[src/rtl/instr_register_ctrl_if.sv]
// Requester-side load port of instr_register_ctrl: one valid/ready transfer of
// an opcode and two operands per accepted cycle.
interface instr_register_ctrl_if;
   logic               valid;
   logic               ready;
   logic [3:0]         opcode;
   logic signed [31:0] op_a;
   logic signed [31:0] op_b;

   modport master (output valid, output opcode, output op_a, output op_b, input ready);
   modport slave  (input valid, input opcode, input op_a, input op_b, output ready);
endinterface

[src/rtl/instr_register_ctrl.sv]
// Round-robin load-port arbiter and in-order queue manager for instr_register.
// Optional macro INSTR_CTRL_DIVZERO_FILTER_EN drops DIV/MOD requests whose op_b is zero.
module instr_register_ctrl #(
   parameter int DEPTH    = 32,
   parameter bit RR_RESET = 1'b1
) (
   input  logic                      clk,
   input  logic                      reset_n,
   instr_register_ctrl_if.slave      req0,
   instr_register_ctrl_if.slave      req1,
   output logic                      load_en,
   output logic [$clog2(DEPTH)-1:0]  write_pointer,
   output logic [3:0]                opcode,
   output logic signed [31:0]        operand_a,
   output logic signed [31:0]        operand_b,
   output logic [$clog2(DEPTH)-1:0]  read_pointer,
   input  logic [131:0]              instruction_word,
   input  logic                      rd_req,
   output logic                      rd_valid,
   output logic [131:0]              rd_instr,
   output logic [$clog2(DEPTH):0]    count,
   output logic                      full,
   output logic                      empty,
   output logic                      err_pulse
);

   localparam int AW = $clog2(DEPTH);
   localparam int CW = $clog2(DEPTH) + 1;
   localparam logic [CW-1:0] FULL_CNT = CW'(DEPTH);

   localparam logic [1:0] RD_IDLE  = 2'd0;
   localparam logic [1:0] RD_ISSUE = 2'd1;
   localparam logic [1:0] RD_DONE  = 2'd2;

   logic                last_grant_r;
   logic [AW-1:0]       wr_ptr_r;
   logic [AW-1:0]       rd_ptr_r;
   logic [CW-1:0]       count_r;
   logic [1:0]          rd_state_r;
   logic                load_en_r;
   logic [AW-1:0]       write_pointer_r;
   logic [3:0]          opcode_r;
   logic signed [31:0]  operand_a_r;
   logic signed [31:0]  operand_b_r;
   logic [AW-1:0]       read_pointer_r;
   logic                rd_valid_r;
   logic [131:0]        rd_instr_r;
   logic                err_pulse_r;

   logic                grant_s;
   logic                full_s;
   logic                empty_s;
   logic                xfer_s;
   logic                drop_s;
   logic                write_s;
   logic                pop_done_s;
   logic [3:0]          sel_opcode_s;
   logic signed [31:0]  sel_op_a_s;
   logic signed [31:0]  sel_op_b_s;

   assign full_s     = (count_r == FULL_CNT);
   assign empty_s    = (count_r == {CW{1'b0}});
   assign pop_done_s = (rd_state_r == RD_DONE);

   // Round-robin grant: a lone requester wins, contention goes to the one not granted last.
   always_comb begin
      grant_s = 1'b0;
      if (req0.valid && req1.valid) begin
         grant_s = ~last_grant_r;
      end else if (req1.valid) begin
         grant_s = 1'b1;
      end else begin
         grant_s = 1'b0;
      end
   end

   // Select the granted requester's payload and detect an accepted transfer.
   always_comb begin
      sel_opcode_s = req0.opcode;
      sel_op_a_s   = req0.op_a;
      sel_op_b_s   = req0.op_b;
      xfer_s       = 1'b0;
      if (grant_s) begin
         sel_opcode_s = req1.opcode;
         sel_op_a_s   = req1.op_a;
         sel_op_b_s   = req1.op_b;
         xfer_s       = req1.valid && !full_s;
      end else begin
         sel_opcode_s = req0.opcode;
         sel_op_a_s   = req0.op_a;
         sel_op_b_s   = req0.op_b;
         xfer_s       = req0.valid && !full_s;
      end
   end

   assign req0.ready = !grant_s && !full_s;
   assign req1.ready =  grant_s && !full_s;

`ifdef INSTR_CTRL_DIVZERO_FILTER_EN
   localparam logic [3:0] OPC_DIV = 4'd6;
   localparam logic [3:0] OPC_MOD = 4'd7;

   // Accepted divide-by-zero requests are consumed but never reach the register.
   always_comb begin
      drop_s = 1'b0;
      if (xfer_s && ((sel_opcode_s == OPC_DIV) || (sel_opcode_s == OPC_MOD)) &&
          (sel_op_b_s == 32'sd0)) begin
         drop_s = 1'b1;
      end else begin
         drop_s = 1'b0;
      end
   end
`else
   assign drop_s = 1'b0;
`endif

   assign write_s = xfer_s && !drop_s;

   // Load port towards instr_register and the write pointer.
   always_ff @(posedge clk or negedge reset_n) begin
      if (!reset_n) begin
         load_en_r       <= 1'b0;
         write_pointer_r <= {AW{1'b0}};
         opcode_r        <= 4'd0;
         operand_a_r     <= 32'sd0;
         operand_b_r     <= 32'sd0;
         wr_ptr_r        <= {AW{1'b0}};
      end else begin
         load_en_r <= write_s;
         if (write_s) begin
            write_pointer_r <= wr_ptr_r;
            opcode_r        <= sel_opcode_s;
            operand_a_r     <= sel_op_a_s;
            operand_b_r     <= sel_op_b_s;
            wr_ptr_r        <= wr_ptr_r + AW'(1);
         end else begin
            write_pointer_r <= write_pointer_r;
            opcode_r        <= opcode_r;
            operand_a_r     <= operand_a_r;
            operand_b_r     <= operand_b_r;
            wr_ptr_r        <= wr_ptr_r;
         end
      end
   end

   // Arbitration history and filter error pulse; a dropped request still counts as served.
   always_ff @(posedge clk or negedge reset_n) begin
      if (!reset_n) begin
         last_grant_r <= RR_RESET;
         err_pulse_r  <= 1'b0;
      end else begin
         err_pulse_r <= drop_s;
         if (xfer_s) begin
            last_grant_r <= grant_s;
         end else begin
            last_grant_r <= last_grant_r;
         end
      end
   end

   // Occupancy: an in-flight pop keeps its slot until RD_DONE.
   always_ff @(posedge clk or negedge reset_n) begin
      if (!reset_n) begin
         count_r <= {CW{1'b0}};
      end else begin
         case ({write_s, pop_done_s})
            2'b10:   count_r <= count_r + CW'(1);
            2'b01:   count_r <= count_r - CW'(1);
            default: count_r <= count_r;
         endcase
      end
   end

   // Three-state pop sequencer: present the pointer, let the register settle, capture.
   always_ff @(posedge clk or negedge reset_n) begin
      if (!reset_n) begin
         rd_state_r     <= RD_IDLE;
         read_pointer_r <= {AW{1'b0}};
         rd_ptr_r       <= {AW{1'b0}};
         rd_valid_r     <= 1'b0;
         rd_instr_r     <= 132'd0;
      end else begin
         rd_valid_r <= 1'b0;
         case (rd_state_r)
            RD_IDLE: begin
               if (rd_req && !empty_s) begin
                  read_pointer_r <= rd_ptr_r;
                  rd_state_r     <= RD_ISSUE;
               end else begin
                  rd_state_r <= RD_IDLE;
               end
            end
            RD_ISSUE: begin
               rd_state_r <= RD_DONE;
            end
            RD_DONE: begin
               rd_instr_r <= instruction_word;
               rd_valid_r <= 1'b1;
               rd_ptr_r   <= rd_ptr_r + AW'(1);
               rd_state_r <= RD_IDLE;
            end
            default: begin
               rd_state_r <= RD_IDLE;
            end
         endcase
      end
   end

   assign load_en       = load_en_r;
   assign write_pointer = write_pointer_r;
   assign opcode        = opcode_r;
   assign operand_a     = operand_a_r;
   assign operand_b     = operand_b_r;
   assign read_pointer  = read_pointer_r;
   assign rd_valid      = rd_valid_r;
   assign rd_instr      = rd_instr_r;
   assign count         = count_r;
   assign full          = full_s;
   assign empty         = empty_s;
   assign err_pulse     = err_pulse_r;

endmodule

[src/flat_wrapper.sv]
// flat-port wrapper written by rule: the top's interface ports become plain ports
module instr_register_ctrl_flat 
#(
   parameter int DEPTH    = 32,
   parameter bit RR_RESET = 1'b1
)
  (clk, reset_n, load_en, write_pointer, opcode, operand_a, operand_b, read_pointer, instruction_word, rd_req, rd_valid, rd_instr, count, full, empty, err_pulse, req0_valid, req0_opcode, req0_op_a, req0_op_b, req0_ready, req1_valid, req1_opcode, req1_op_a, req1_op_b, req1_ready);
  instr_register_ctrl_if req0_i ();
  instr_register_ctrl_if req1_i ();
  input  logic clk;
  input  logic reset_n;
  output logic load_en;
  output logic [$clog2(DEPTH)-1:0] write_pointer;
  output logic [3:0] opcode;
  output logic signed [31:0] operand_a;
  output logic signed [31:0] operand_b;
  output logic [$clog2(DEPTH)-1:0] read_pointer;
  input  logic [131:0] instruction_word;
  input  logic rd_req;
  output logic rd_valid;
  output logic [131:0] rd_instr;
  output logic [$clog2(DEPTH):0] count;
  output logic full;
  output logic empty;
  output logic err_pulse;
  input wire logic [$bits(req0_i.valid)-1:0] req0_valid;
  input wire logic [$bits(req0_i.opcode)-1:0] req0_opcode;
  input wire logic [$bits(req0_i.op_a)-1:0] req0_op_a;
  input wire logic [$bits(req0_i.op_b)-1:0] req0_op_b;
  output wire logic [$bits(req0_i.ready)-1:0] req0_ready;
  input wire logic [$bits(req1_i.valid)-1:0] req1_valid;
  input wire logic [$bits(req1_i.opcode)-1:0] req1_opcode;
  input wire logic [$bits(req1_i.op_a)-1:0] req1_op_a;
  input wire logic [$bits(req1_i.op_b)-1:0] req1_op_b;
  output wire logic [$bits(req1_i.ready)-1:0] req1_ready;
  assign req0_i.valid = req0_valid;
  assign req0_i.opcode = req0_opcode;
  assign req0_i.op_a = req0_op_a;
  assign req0_i.op_b = req0_op_b;
  assign req0_ready = req0_i.ready;
  assign req1_i.valid = req1_valid;
  assign req1_i.opcode = req1_opcode;
  assign req1_i.op_a = req1_op_a;
  assign req1_i.op_b = req1_op_b;
  assign req1_ready = req1_i.ready;
  instr_register_ctrl #(.DEPTH(DEPTH), .RR_RESET(RR_RESET)) u_core (.clk(clk), .reset_n(reset_n), .req0(req0_i), .req1(req1_i), .load_en(load_en), .write_pointer(write_pointer), .opcode(opcode), .operand_a(operand_a), .operand_b(operand_b), .read_pointer(read_pointer), .instruction_word(instruction_word), .rd_req(rd_req), .rd_valid(rd_valid), .rd_instr(rd_instr), .count(count), .full(full), .empty(empty), .err_pulse(err_pulse));
endmodule
[config.mk]
export PLATFORM = sky130hd
export DESIGN_NAME = instr_register_ctrl_flat
export DESIGN_NICKNAME = d
export VERILOG_FILES = /design/src/rtl/instr_register_ctrl_if.sv /design/src/rtl/instr_register_ctrl.sv /design/src/flat_wrapper.sv
export SDC_FILE = /design/constraint.sdc
export NUM_CORES = 1
export LEC_CHECK = 0
export CAP_MARGIN = 25
export CORE_AREA = 2 2 191 193
export DETAILED_ROUTE_END_ITERATION = 10
export DIE_AREA = 0 0 193 195
export SYNTH_ARGS = -nofsm -noshare
export SYNTH_HDL_FRONTEND = slang
export SYNTH_SLANG_ARGS = --single-unit
[constraint.sdc]
create_clock -name clk -period 6.2 [get_ports clk]
set_input_delay 1.55 -clock clk [delete_from_list [all_inputs] [get_ports clk]]
set_output_delay 1.55 -clock clk [all_outputs]
set_load 0.02 [all_outputs]
==> results of run 1 <==
## registers in the layout, indices dropped and copies added, names as in the netlist
register,count
u_core.last_grant_r,1
u_core.operand_a,32
u_core.rd_valid,1
u_core.operand_b,32
u_core.rd_ptr_r,5
u_core.read_pointer,5
u_core.rd_state_r,2
u_core.load_en,1
u_core.write_pointer,5
u_core.count,6
u_core.opcode,4
u_core.wr_ptr_r,5
u_core.rd_instr,132
## worst max-delay path, delay by kind of cell
family / cells / cell delay, ns
simple gates: 1 / 0.14
buf+inv: 2 / 1.10
compound gates: 1 / 0.19
## layer usage
| layer | wire length [um] | vias up |
|---|---|---|
| met5 | 0 | - |
| met1 | 11500 | 3448 |
| met2 | 14900 | 239 |
| li1 | - | 3413 |
| met3 | 2240 | 43 |
| met4 | 642 | 0 |
## final cells by class
class | instances | share of cell area [%]
Multi-Input combinational cell | 413 | 21.8
Sequential cell | 231 | 36.6
Clock buffer | 47 | 5.41
Timing Repair Buffer | 501 | 31.9
Inverter | 8 | 0.206
Clock inverter | 5 | 0.349
Antenna cell | 2 | 0.0317
Tap cell | 461 | 3.66
## worst paths after layout
kind,start,endpoint,slack (ns),depth (start not counted)
setup / recovery,req1_valid,req1_ready,1.67,4
hold / removal,u_core.rd_state_r[1]$_DFF_PN0_,u_core.rd_state_r[1]$_DFF_PN0_,0.45,1
setup reg to reg,u_core.count[0]$_DFFE_PN0P_,u_core.count[5]$_DFFE_PN0P_,3.20,9
hold reg to reg,u_core.rd_state_r[1]$_DFF_PN0_,u_core.rd_state_r[1]$_DFF_PN0_,0.45,1
max in group asynchronous,reset_n,u_core.rd_instr[86]$_DFFE_PN0P_,3.90,2
min in group asynchronous,reset_n,u_core.operand_b[0]$_DFFE_PN0P_,1.11,1
## cells in the final DEF, fill, tap and decap left out, types with 2 or more instances in the layout
cell type          n
a21oi_1           71
buf_4              5
clkbuf_1          12
clkbuf_16         29
clkbuf_8           6
clkdlybuf4s50_1  493
clkinv_2           2
clkinvlp_4         2
dfrtp_1          230
diode_2            2
ha_1               7
inv_1              7
mux2_2           139
mux2_4             5
mux2i_1           69
nand2_1            5
nand4_1            4
nor2_1            71
nor2b_1            4
nor3b_1            2
o21ai_0            5
xnor2_1            7
xor2_1             4
## where the power goes
group | switching [mW] | internal (mW)
Clock | 0.630 | 0.971
Combinational | 1.58 | 1.81
Sequential | 0.344 | 2.13
## kinds of logic after synthesis
family	count (synthesis)	synth area share [%]
flip-flops	231	61.3
multiplexers	213	24.7
AO/OA/AOI/OAI	87	4.96
adder cells (fa/ha/maj)	8	1.14
XOR/XNOR	11	1.02
AND/OR/NAND/NOR	93	4.36
other	1	0.0397
buffers and inverters	50	2.51
## stage by stage
step | util, % | cells | area [um^2]
4_1_cts | 44.5 | 1665 | 15700
5_1_grt | 44.6 | 1668 | 15800
3_3_place_gp | 41.9 | 1613 | 14800
6_report | 44.6 | 1668 | 15800
3_5_place_dp | 41.9 | 1613 | 14800
2_1_floorplan | - | 694 | 9440
==> flow_metrics.py, run 1 <==
metrics = {
    "status": {
        "run_status": "finished clean",
    },
    "logic_synthesis": {
        "postSynthAreaPerCell_um2": 13.6,
        "synthFlopType": "dfrtp_1",
        "synth.most_common_cell": "dfrtp_1",
        "synth_edf_count": 0,
        "synth_common_cells": "230 x dfrtp_1, 139 x mux2_2, 71 x a21oi_1, 71 x nor2_1, 69 x mux2i_1",
        "synth-seq-cells": 231,
        "async_flop_share_pct": 100,
        "synth_top_area_share_pct": 61.0,
        "synth_nets": 975,
        "netlist_instances": 694,
        "ys_warn_count": 0,
        "synthesis.area_um2": 9440,
        "synthTopCellsByArea": "dfrtp_1 61%, mux2_2 17%, mux2i_1 7.3%",
        "yosysTopAreaCell": "dfrtp_1",
        "synth_cell_types": 39,
        "seq_area_frac_synth_pct": 61.3,
    },
    "sta": {
        "fin_hold_ws_ns": 0.455,
        "max_slew_margin_pct": 34.6,
        "finalSetupTns_ns": 0,
        "slew_viol_final": 0,
        "period_share_pct": 73.0,
        "layout_setup_ws_ns": 1.67,
        "skew_ns": 0.0171,
        "rsz0062_at_grt": "false",
        "final.min_clock_period_ns": 4.53,
        "setup_violations": 0,
        "worstMarginPinSlew_ns": 0.981,
        "fmax_ghz": 0.221,
        "hold_violations": 0,
    },
    "worst_setup_path": {
        "cp-start-kind": "input port",
        "crit_type": "input port to primary output",
        "crit_chain": "clkdlybuf4s50_1, a21boi_4, and2_1, clkdlybuf4s50_1",
        "critPathMaxStageDelay_ns": 0.60,
        "arrival_ns": 2.98,
        "critPathSlowestCell": "clkdlybuf4s50_1",
        "cpMostUsedCell": "clkdlybuf4s50_1",
        "critical_path_required_ns": 4.65,
        "endpoint_kind": "primary output",
        "cp_max_fo": 3,
    },
    "final_layout": {
        "fillCellCount": 3351,
        "multiInputGateArea_um2": 3440,
        "synthToLayoutAreaGrowth_pct": 67.2,
        "seqCellArea_um2": 5780,
        "drive_gt1_share_pct": 16.7,
        "final_nets": 1464,
    },
    "global_routing": {
        "met3_usage_pct": 4.01,
        "grt_util_met2_pct": 26.4,
        "antenna_found_initial": 2,
        "globalRoute.totalOverflow": 0,
        "grt_usage_pct": 14.9,
        "grt-busiest-layer": "met2",
        "grt_use_met1_pct": 17.6,
        "grt_pass1_wl_um": 43300,
        "grt_pass1_vias": 7471,
        "grt_max_degree": 122,
    },
    "pwr": {
        "p_total_mw": 7.47,
        "max-vdd-ir-drop_mv": 0.323,
        "p_per_area_nw_per_um2": 473,
        "p_leak_nw": 6.48,
    },
    "clocking": {
        "cts_tree": "yes",
        "clock_sinks": 231,
        "holdBufCountCts": 0,
        "clockBufferDepth": 3,
        "cts_made_buffers": 28,
        "h-tree-depth": 1,
        "insertion_delay_ns": 0.55,
        "root_buffer": "clkbuf_16",
        "cts_resized": 0,
        "clkTransAtPathRegs_ns": 0.05,
        "postCtsSetupRepairBufs": 0,
    },
    "floorplan": {
        "chipWidth_um": 193,
        "pin_count": 496,
        "start_util_pct": 26.7,
        "rows": 69,
        "core_area_um2": 35400,
        "die_area_um2": 37600,
        "die-height_um": 195,
    },
    "routing": {
        "vias": 7143,
        "drtPass1Iterations": 4,
        "drt_wl_total_um": 29300,
        "wl_per_cell_um": 17.6,
        "vias_per_cell": 4.28,
        "drt_iter0_markers": 170,
        "antenna_left": 0,
        "drc_errors": 0,
    },
    "place": {
        "io_buffers": 494,
        "dp_hpwl_um": 22000,
        "dp_slack_ns": 1.67,
        "gp_congestion": 0.783,
    },
    "flow_run": {
        "drv_cap": 0,
    },
    "hold_path": {
        "hold_class": "register to register",
    },
}
Note: power is estimated with default switching activity, not from simulation.
==> run 2, diff against run 1 <==
--- a/config.mk
+++ b/config.mk
@@ -6,9 +6,9 @@
 export NUM_CORES = 1
 export LEC_CHECK = 0
 export CAP_MARGIN = 25
-export CORE_AREA = 2 2 191 193
+export CORE_AREA = 2 2 192 194
 export DETAILED_ROUTE_END_ITERATION = 10
-export DIE_AREA = 0 0 193 195
+export DIE_AREA = 0 0 194 196
 export SYNTH_ARGS = -nofsm -noshare
 export SYNTH_HDL_FRONTEND = slang
 export SYNTH_SLANG_ARGS = --single-unit
==> constraint.sdc (replaced) <==
create_clock -name clk -period 4.7 [get_ports clk]
set_input_delay 1.175 -clock clk [delete_from_list [all_inputs] [get_ports clk]]
set_output_delay 1.175 -clock clk [all_outputs]
set_load 0.02 [all_outputs]
==> run 2 against run 1 <==
Worst setup slack lost 0.75 ns. Combinational power grew 32%. Largest power group unchanged. Highest routed layer is now met5. Global-route usage grew 0.17 points. First-iteration DRC count grew 15%. Via count grew 0.49%. Clock skew shrank 0.00078 ns.
==> flow_metrics.py, run 2 (same netlist as run 1, synthesis figures left out) <==
metrics = {
    "status": {
        "run_status": "finished clean",
    },
    "flow_run": {
        "drv_cap": 0,
    },
    "global_routing": {
        "grt-busiest-layer": "met2",
        "grt_util_met2_pct": 26.3,
        "antenna_found_initial": 2,
        "globalRoute.totalOverflow": 0,
        "grt_use_met1_pct": 18.6,
        "grt_pass1_vias": 7465,
        "grt_pass1_wl_um": 45100,
        "met3_usage_pct": 3.35,
        "grt_usage_pct": 15.0,
        "grt_max_degree": 139,
    },
    "floorplan": {
        "die-height_um": 196,
        "die_area_um2": 38000,
        "start_util_pct": 26.2,
        "rows": 70,
        "pin_count": 496,
        "core_area_um2": 36100,
        "chipWidth_um": 194,
    },
    "place": {
        "placed_cell_area_um2": 14900,
        "io_buffers": 494,
        "gp_congestion": 0.796,
        "dp_hpwl_um": 22000,
    },
    "worst_setup_path": {
        "r2r_start": "u_core.count[0]$_DFFE_PN0P_",
        "cp-start-kind": "input port",
        "crit_chain": "clkdlybuf4s50_1, a21boi_4, and2_1, clkdlybuf4s50_1",
        "r2r_slack_ns": 1.81,
        "reg2regPathDepth": 9,
        "r2r_end": "u_core.count[5]$_DFFE_PN0P_",
        "critical_path_required_ns": 3.52,
        "critPathMaxStageDelay_ns": 0.60,
        "crit_type": "input port to primary output",
        "critPathSlowestCell": "clkdlybuf4s50_1",
        "critPathLaunch": "req1_valid",
        "endpoint_kind": "primary output",
        "arrival_ns": 2.61,
        "cpMostUsedCell": "clkdlybuf4s50_1",
        "cp_max_fo": 3,
    },
    "hold_path": {
        "min_to": "u_core.rd_state_r[1]$_DFF_PN0_",
        "hold_class": "register to register",
        "min-delay-start": "u_core.rd_state_r[1]$_DFF_PN0_",
        "hold_depth": 1,
    },
    "sta": {
        "rsz0062_at_grt": "false",
        "fmax_ghz": 0.264,
        "finalSetupTns_ns": 0,
        "hold_violations": 0,
        "slew_viol_final": 0,
        "worstMarginPinSlew_ns": 0.991,
        "period_share_pct": 80.5,
        "skew_ns": 0.0163,
        "max_slew_margin_pct": 34.0,
        "setup_violations": 0,
        "final.min_clock_period_ns": 3.78,
    },
    "clocking": {
        "holdBufCountCts": 0,
        "cts_made_buffers": 28,
        "insertion_delay_ns": 0.54,
        "root_buffer": "clkbuf_16",
        "cts_tree": "yes",
        "clkTransAtPathRegs_ns": 0.06,
        "postCtsSetupRepairBufs": 0,
        "cts_resized": 0,
        "h-tree-depth": 1,
        "clockBufferDepth": 3,
        "clock_sinks": 231,
    },
    "final_layout": {
        "stdcell_area_um2": 15800,
        "final_nets": 1465,
        "synthToLayoutAreaGrowth_pct": 67.1,
        "final_common_cell": "clkdlybuf4s50_1",
        "final_cell_mix": "493 x clkdlybuf4s50_1, 230 x dfrtp_1, 139 x mux2_2",
        "drive_gt1_share_pct": 17.0,
        "largest_reg_flops": 132,
    },
    "pwr": {
        "p_sw_share_pct": 34.5,
        "power_frac_seq_pct": 33.4,
        "p_leak_nw": 6.48,
        "p_int_mw": 6.42,
        "switchingPower_mw": 3.38,
        "p_per_area_nw_per_um2": 622,
        "clockPowerShare_pct": 20.9,
        "max-vdd-ir-drop_mv": 0.319,
        "comb_power_share_pct": 45.6,
    },
    "routing": {
        "vias_per_cell": 4.29,
        "drt_wl_total_um": 29700,
        "drc_errors": 0,
        "drt_iter0_markers": 195,
        "antenna_left": 0,
        "wl_per_cell_um": 17.7,
        "vias": 7178,
        "drtPass1Iterations": 5,
    },
}
-- run 2: worst max-delay path by stage --
| stage | to | cells past startpoint |
|---|---|---|
| floorplan | req1_ready | 4 |
| global placement | u_core.count[5]$_DFFE_PN0P_ | 8 |
| detailed placement | u_core.count[5]$_DFFE_PN0P_ | 8 |
| CTS | req1_ready | 4 |
| global route | req1_ready | 4 |
| finish | req1_ready | 4 |
-- run 2: cell type report --
| class | instances | area [um^2] |
|---|---|---|
| Tap cell | 468 | 586 |
| Multi-Input combinational cell | 413 | 3440 |
| Inverter | 8 | 32.5 |
| Sequential cell | 231 | 5780 |
| Clock inverter | 7 | 48.8 |
| Timing Repair Buffer | 502 | 5030 |
| Fill cell | 3411 | 20300 |
| Clock buffer | 44 | 841 |
| Antenna cell | 1 | 2.50 |
-- run 2: per-stage QoR --
stage	power [mW]	utilization [%]	setup WS, ns	hold slack [ns]	instances
2_1_floorplan	5.59	-	1.50	0.418	694
3_3_place_gp	7.77	41.2	0.828	0.446	1622
3_5_place_dp	7.84	41.2	0.815	0.453	1622
4_1_cts	9.97	43.7	0.920	0.460	1673
5_1_grt	10.3	43.7	0.843	0.482	1674
6_report	9.80	43.7	0.918	0.460	1674
-- run 2: routing by layer --
metal	share of wire [%]	routed length, um
met1	41	12200
met2	51	15000
met4	2.5	739
met3	5.7	1690
met5	0.057	17
-- run 2: power groups by stage --
stage | Clock, mW | Sequential (mW) | Combinational, mW
after floorplan | 0 | 4.19 | 1.40
after global routing | 2.22 | 3.39 | 4.73
after detailed placement | 0 | 3.31 | 4.53
final | 2.05 | 3.28 | 4.48
after global placement | 0 | 3.27 | 4.50
after CTS | 2.14 | 3.29 | 4.54
-- run 2: worst max-delay path: cells and delay by family --
kind                   cells  cell delay [ns]
buffers and inverters      2             1.10
AO/OA/AOI/OAI              1             0.19
AND/OR/NAND/NOR            1             0.14
